$ cat src/rtl/pipelined_adder_tree_acc.sv
// pipelined_adder_tree_acc
//   Pipelined signed adder tree that reduces MATRIX_SIZE partial products to one
//   sum per beat, followed by a saturating accumulator that can either pass each
//   beat's sum straight through or accumulate successive beats until in_last.
//
// Ports
//   clk, rstn      rising-edge clock, asynchronous active-low reset
//   in_valid/in_ready, in_data_flat, in_last, acc_en
//                  input beat handshake; element i at [i*PARTIAL_MUL_BW +: PARTIAL_MUL_BW]
//   out_valid/out_ready, out_sum, out_sat
//                  result handshake; out_sat is sticky across an accumulation group
//
// The tree has LEVELS=ceil(log2(MATRIX_SIZE)) levels over a zero-padded input.
// A register bank follows level L when L%PIPE_EVERY==0 or L==LEVELS. Every stage,
// including the accumulator, holds while the output is stalled.
module pipelined_adder_tree_acc #(
  parameter int PARTIAL_MUL_BW = 16,
  parameter int PARTIAL_SUM_BW = 24,
  parameter int MATRIX_SIZE    = 32,
  parameter int PIPE_EVERY     = 2,
  parameter int ACC_BW         = 32
) (
  input  logic                                  clk,
  input  logic                                  rstn,
  input  logic                                  in_valid,
  output logic                                  in_ready,
  input  logic [PARTIAL_MUL_BW*MATRIX_SIZE-1:0] in_data_flat,
  input  logic                                  in_last,
  input  logic                                  acc_en,
  output logic                                  out_valid,
  input  logic                                  out_ready,
  output logic signed [ACC_BW-1:0]              out_sum,
  output logic                                  out_sat
);

  localparam int LEVELS = $clog2(MATRIX_SIZE);
  localparam int NPAD   = 1 << LEVELS;
  localparam logic signed [ACC_BW-1:0] ACC_MAX = {1'b0, {(ACC_BW-1){1'b1}}};
  localparam logic signed [ACC_BW-1:0] ACC_MIN = {1'b1, {(ACC_BW-1){1'b0}}};

  logic                     out_valid_q, out_valid_d;
  logic signed [ACC_BW-1:0] out_sum_q, out_sum_d;
  logic                     out_sat_q, out_sat_d;
  logic signed [ACC_BW-1:0] acc_q, acc_d;
  logic                     sat_q, sat_d;
  logic                     first_q, first_d;
  logic                     stall;

  assign stall    = out_valid_q & ~out_ready;
  assign in_ready = ~stall;

  // Each level exposes node/vld/lst/ae; level 0 is the sign-extended, padded input.
  for (genvar l = 0; l <= LEVELS; l++) begin : g_lvl
    localparam int W = NPAD >> l;
    logic signed [PARTIAL_SUM_BW-1:0] node [W];
    logic                             vld, lst, ae;

    if (l == 0) begin : g_in
      for (genvar j = 0; j < W; j++) begin : g_el
        if (j < MATRIX_SIZE) begin : g_real
          logic signed [PARTIAL_MUL_BW-1:0] elem;
          assign elem    = in_data_flat[j*PARTIAL_MUL_BW +: PARTIAL_MUL_BW];
          assign node[j] = PARTIAL_SUM_BW'(elem);
        end else begin : g_pad
          assign node[j] = '0;
        end
      end
      assign vld = in_valid;
      assign lst = in_last;
      assign ae  = acc_en;
    end else begin : g_add
      logic signed [PARTIAL_SUM_BW-1:0] sum_d [W];
      for (genvar j = 0; j < W; j++) begin : g_pair
        assign sum_d[j] = g_lvl[l-1].node[2*j] + g_lvl[l-1].node[2*j+1];
      end

      if ((l % PIPE_EVERY == 0) || (l == LEVELS)) begin : g_reg
        logic signed [PARTIAL_SUM_BW-1:0] node_q [W];
        logic                             vld_q, lst_q, ae_q;
        always_ff @(posedge clk or negedge rstn) begin
          if (!rstn) begin
            node_q <= '{default: '0};
            vld_q  <= 1'b0;
            lst_q  <= 1'b0;
            ae_q   <= 1'b0;
          end else if (!stall) begin
            node_q <= sum_d;
            vld_q  <= g_lvl[l-1].vld;
            lst_q  <= g_lvl[l-1].lst;
            ae_q   <= g_lvl[l-1].ae;
          end
        end
        assign node = node_q;
        assign vld  = vld_q;
        assign lst  = lst_q;
        assign ae   = ae_q;
      end else begin : g_comb
        assign node = sum_d;
        assign vld  = g_lvl[l-1].vld;
        assign lst  = g_lvl[l-1].lst;
        assign ae   = g_lvl[l-1].ae;
      end
    end
  end

  logic signed [PARTIAL_SUM_BW-1:0] t_data;
  logic                             t_vld, t_lst, t_ae;
  logic signed [ACC_BW-1:0]         t_ext, base, clamped;
  logic signed [ACC_BW:0]           wide;
  logic                             ovf;

  assign t_data = g_lvl[LEVELS].node[0];
  assign t_vld  = g_lvl[LEVELS].vld;
  assign t_lst  = g_lvl[LEVELS].lst;
  assign t_ae   = g_lvl[LEVELS].ae;

  always_comb begin
    acc_d       = acc_q;
    sat_d       = sat_q;
    first_d     = first_q;
    out_sum_d   = out_sum_q;
    out_sat_d   = out_sat_q;
    // Held while stalled, otherwise drops after the handshake unless a new result lands.
    out_valid_d = stall;

    t_ext   = ACC_BW'(t_data);
    base    = first_q ? '0 : acc_q;
    wide    = (ACC_BW+1)'(base) + (ACC_BW+1)'(t_ext);
    ovf     = wide[ACC_BW] ^ wide[ACC_BW-1];
    clamped = wide[ACC_BW-1:0];
    if (ovf) clamped = wide[ACC_BW] ? ACC_MIN : ACC_MAX;

    if (t_vld && !stall) begin
      if (!t_ae) begin
        // Pass-through beat; also abandons any open accumulation group.
        out_sum_d   = t_ext;
        out_sat_d   = 1'b0;
        out_valid_d = 1'b1;
        first_d     = 1'b1;
      end else begin
        acc_d = clamped;
        sat_d = (~first_q & sat_q) | ovf;
        if (t_lst) begin
          out_sum_d   = clamped;
          out_sat_d   = sat_d;
          out_valid_d = 1'b1;
          first_d     = 1'b1;
        end else begin
          first_d = 1'b0;
        end
      end
    end
  end

  always_ff @(posedge clk or negedge rstn) begin
    if (!rstn) begin
      out_valid_q <= 1'b0;
      out_sum_q   <= '0;
      out_sat_q   <= 1'b0;
      acc_q       <= '0;
      sat_q       <= 1'b0;
      first_q     <= 1'b1;
    end else begin
      out_valid_q <= out_valid_d;
      out_sum_q   <= out_sum_d;
      out_sat_q   <= out_sat_d;
      acc_q       <= acc_d;
      sat_q       <= sat_d;
      first_q     <= first_d;
    end
  end

  assign out_valid = out_valid_q;
  assign out_sum   = out_sum_q;
  assign out_sat   = out_sat_q;

endmodule
$ cat config.mk
export PLATFORM = sky130hd
export DESIGN_NAME = pipelined_adder_tree_acc
export DESIGN_NICKNAME = d
export VERILOG_FILES = /design/src/rtl/pipelined_adder_tree_acc.sv
export SDC_FILE = /design/constraint.sdc
export NUM_CORES = 2
export LEC_CHECK = 0
export BUFFER_PORTS_ARGS = -buffer_cell sky130_fd_sc_hd__buf_4
export CAP_MARGIN = 40
export CORE_ASPECT_RATIO = 1.25
export CORE_UTILIZATION = 45
export DETAILED_ROUTE_END_ITERATION = 8
export PLACE_DENSITY_LB_ADDON = 0.1
export SYNTH_ARGS = -nofsm -noshare
export SYNTH_HDL_FRONTEND = slang
export SYNTH_SLANG_ARGS = --single-unit
$ cat constraint.sdc
create_clock -name clk -period 4.02 [get_ports clk]
set_input_delay 0.603 -clock clk [delete_from_list [all_inputs] [get_ports clk]]
set_output_delay 0.603 -clock clk [all_outputs]
set_load 0.02 [all_outputs]
==> out/results.ini <==
[run_status]
status=finished, violations left
violations=design-rule violations

[cells_and_area]
final_cell_mix=inv_1, buf_4, fa_1
design_area_sq_mm=0.0380
nFillCells=6266
multi_input_area_sq_mm=0.0197
drive_gt1_share_pct=20.9
final_nets=5241
finalNonFillerCells=5031
diodes=0
syn2layout_area_growth_pct=25.5
post-route-util_pct=57.5
regArea_sq_mm=0.00733
final_common_cell=inv_1

[sta]
fmax_ghz=0.257
layout_setup_ws_ns=0.132
maxSlewViolCount=0
clock-skew-final_ns=0.0179
slew_headroom_pct=40.8
rsz0062_at_grt=true
max_slew.worst_pin.slew_ns=0.888
setup_viol=0
timing.final.crit_share_pct=96.7
min_period_ns=3.89
final-hold-violation-count=0

[global_routing]
grt_util_met1_pct=29.9
grt_max_degree=141
grt_antenna_before_repair=0
grt_pass1_vias=25040
grt-ovfl-total=0
use_met2_pct=39.1
met3_usage_pct=1.98
busiest_layer=met2
grt_pass1_wl_microns=124000
grt_usage_pct=22.5

[die]
die_h_microns=292
initial_core_util_pct=45.8
die_area_sq_mm=0.0683
dieWidth_microns=234
ioPinCount=553
coreArea_sq_mm=0.0661
row_count=105

[setup_path]
worstPathCellList=inv_1, nand2_1, inv_1, ha_1, a211oi_1, o211a_1, nor4bb_2, a21oi_1, buf_4, a31oi_2, a311oi_4, a2111o_1, and2_1, buf_12, buf_12, a21oi_2, a21oi_1
startpoint=first_q
worstPathRequired_ns=4.42
cp_max_fo=12
cp-end-kind=flop
start_kind=flop
cp_slowest_cell=dfstp_2
cp_top_family=compound AO/OA/AOI/OAI gates
max_stage_delay_ns=0.61
path_buf_inv=5
worst_r2r_startpoint=first_q
critPathArrivalTime_ns=4.28
worst-setup-path-type=reg2reg

[synth]
synth_compound_area_share_pct=15.4
synthCells=3476
ys_types=73
syn_nets=4565
synthArstFlopShare_pct=100
synthXorXnorAreaFrac_pct=5.24
synth_top_family_by_area=adder cells
muxShareOfSynthArea_pct=0.186
synth_seq_cells=293
synth.avg_cell_area_sq_um=8.71
seq_area_frac_synth_pct=24.2
ys_warn_count=0
synthAdderAreaFrac_pct=32.0
synth-main-ff-cell=dfrtp_1
synth-edff-count=0
synth-simple-area-share_pct=11.3
synth_area_sq_mm=0.0303

[clock_network]
cts-htree-levels=2
cts.sinks=293
cts_buffer_depth=3
cts_tree=done
cts-root-buf=clkbuf_16
clk_pin_slew_ns=0.06
numCtsBuffers=36
clkLatencyLatePin_ns=0.55
hold_buffers=0

[route]
firstDrtPassIters=9
routed_via_density=4.88
wl_per_cell_microns=14.9
drc=8
num_vias=24561
drt_iter0_drc=1041
postRouteAntennaNets=0
wirelength_microns=74900

[min_path]
hold_path.class=in2async

[placed_design]
hpwlAfterDp_microns=62900
routabilityCongestion=0.850
dp_slack_ns=-0.539
io_buffer_count=552
place_area_sq_mm=0.0366
dp_cells=4967

[job]
cap_violations=0

## synth_stat cells, drive strengths merged, types with 42 or more instances
cell type  number  share of area [%]
a211oi         42                1.0
inv           846                 10
fa            340                 22
nor2          219                2.7
nor2b          42               0.87
nor3           47               0.78
clkbuf         67               0.83
ha            231                9.5
a21o           57                1.4
xnor2          95                2.7
o21ai         178                3.0
dfrtp         292                 24
xor2           86                2.5
nand2         270                3.3
a21oi         275                4.7
## timing repair
action / CTS / global route
endpoints found under the setup margin: 12 / 52
resized for setup: 11 / 37
buffers inserted: 0 / 3
pin swaps: 5 / 22
## registers in the layout, indices dropped and copies added (netlist names), 3 cells and up
signal and cells:
g_lvl.g_add.g_reg.node_q 216, acc_q 32, out_sum 32, g_lvl.ae 3, g_lvl.g_add.g_reg.lst_q 3, g_lvl.g_add.g_reg.vld_q 3
## metal layers
| metal | up-vias | routed length, microns | part of all wire, % |
|---|---|---|---|
| li1 | 12382 | - | - |
| met1 | 11695 | 33100 | 44 |
| met2 | 396 | 37800 | 50 |
| met3 | 88 | 2220 | 3.0 |
| met4 | 0 | 1830 | 2.4 |
| met5 | - | 0 | 0 |
## metrics by stage
stage / hold WS [ns] / setup TNS, ns
after floorplan: 0.307 / -0.0239
after global placement: 0.454 / -10.46
after detailed placement: 0.458 / -10.91
after CTS: 0.114 / 0
after global routing: 0.135 / -0.0953
final: 0.0739 / 0
## final cells by class
cell class | count | share of cell area (%)
multi-input combinational | 2255 | 51.7
sequential | 293 | 19.3
timing repair buffer | 720 | 14.6
inverter | 846 | 8.38
clock buffer | 55 | 2.90
tap | 856 | 2.82
clock inverter | 6 | 0.231
## cells by family (layout without fill, tap and decap cells)
family          count (synthesis)  in the layout
buf+inv                       928           1627
simple gates                  752            752
compound gates                746            746
fa+ha+maj                     571            571
flops                         293            293
xor+xnor                      181            181
mux                             5              5
## worst reg2reg max path: cells and delay by family (launching register included)
| family | cells | cell delay [ns] |
|---|---|---|
| simple gates | 3 | 0.69 |
| fa+ha+maj | 1 | 0.29 |
| flops | 1 | 0.61 |
| buf+inv | 5 | 0.61 |
| compound gates | 8 | 1.53 |
## worst paths after layout
kind                                                    end  slack, ns  depth (start not counted)
min in group clk                 g_lvl[2].g_add.g_reg.vld_q       0.26                          3
max                                             out_sum[11]       0.13                         17
min reg2reg                      g_lvl[2].g_add.g_reg.lst_q       0.47                          2
max in group asynchronous  g_lvl[2].g_add.g_reg.node_q[135]       2.97                          2
min                                             g_lvl[2].ae       0.07                          1
max reg2reg                                     out_sum[11]       0.13                         17
Power is not shown: default switching activity piles up to over one toggle a cycle in this logic, so the estimate is an artifact.
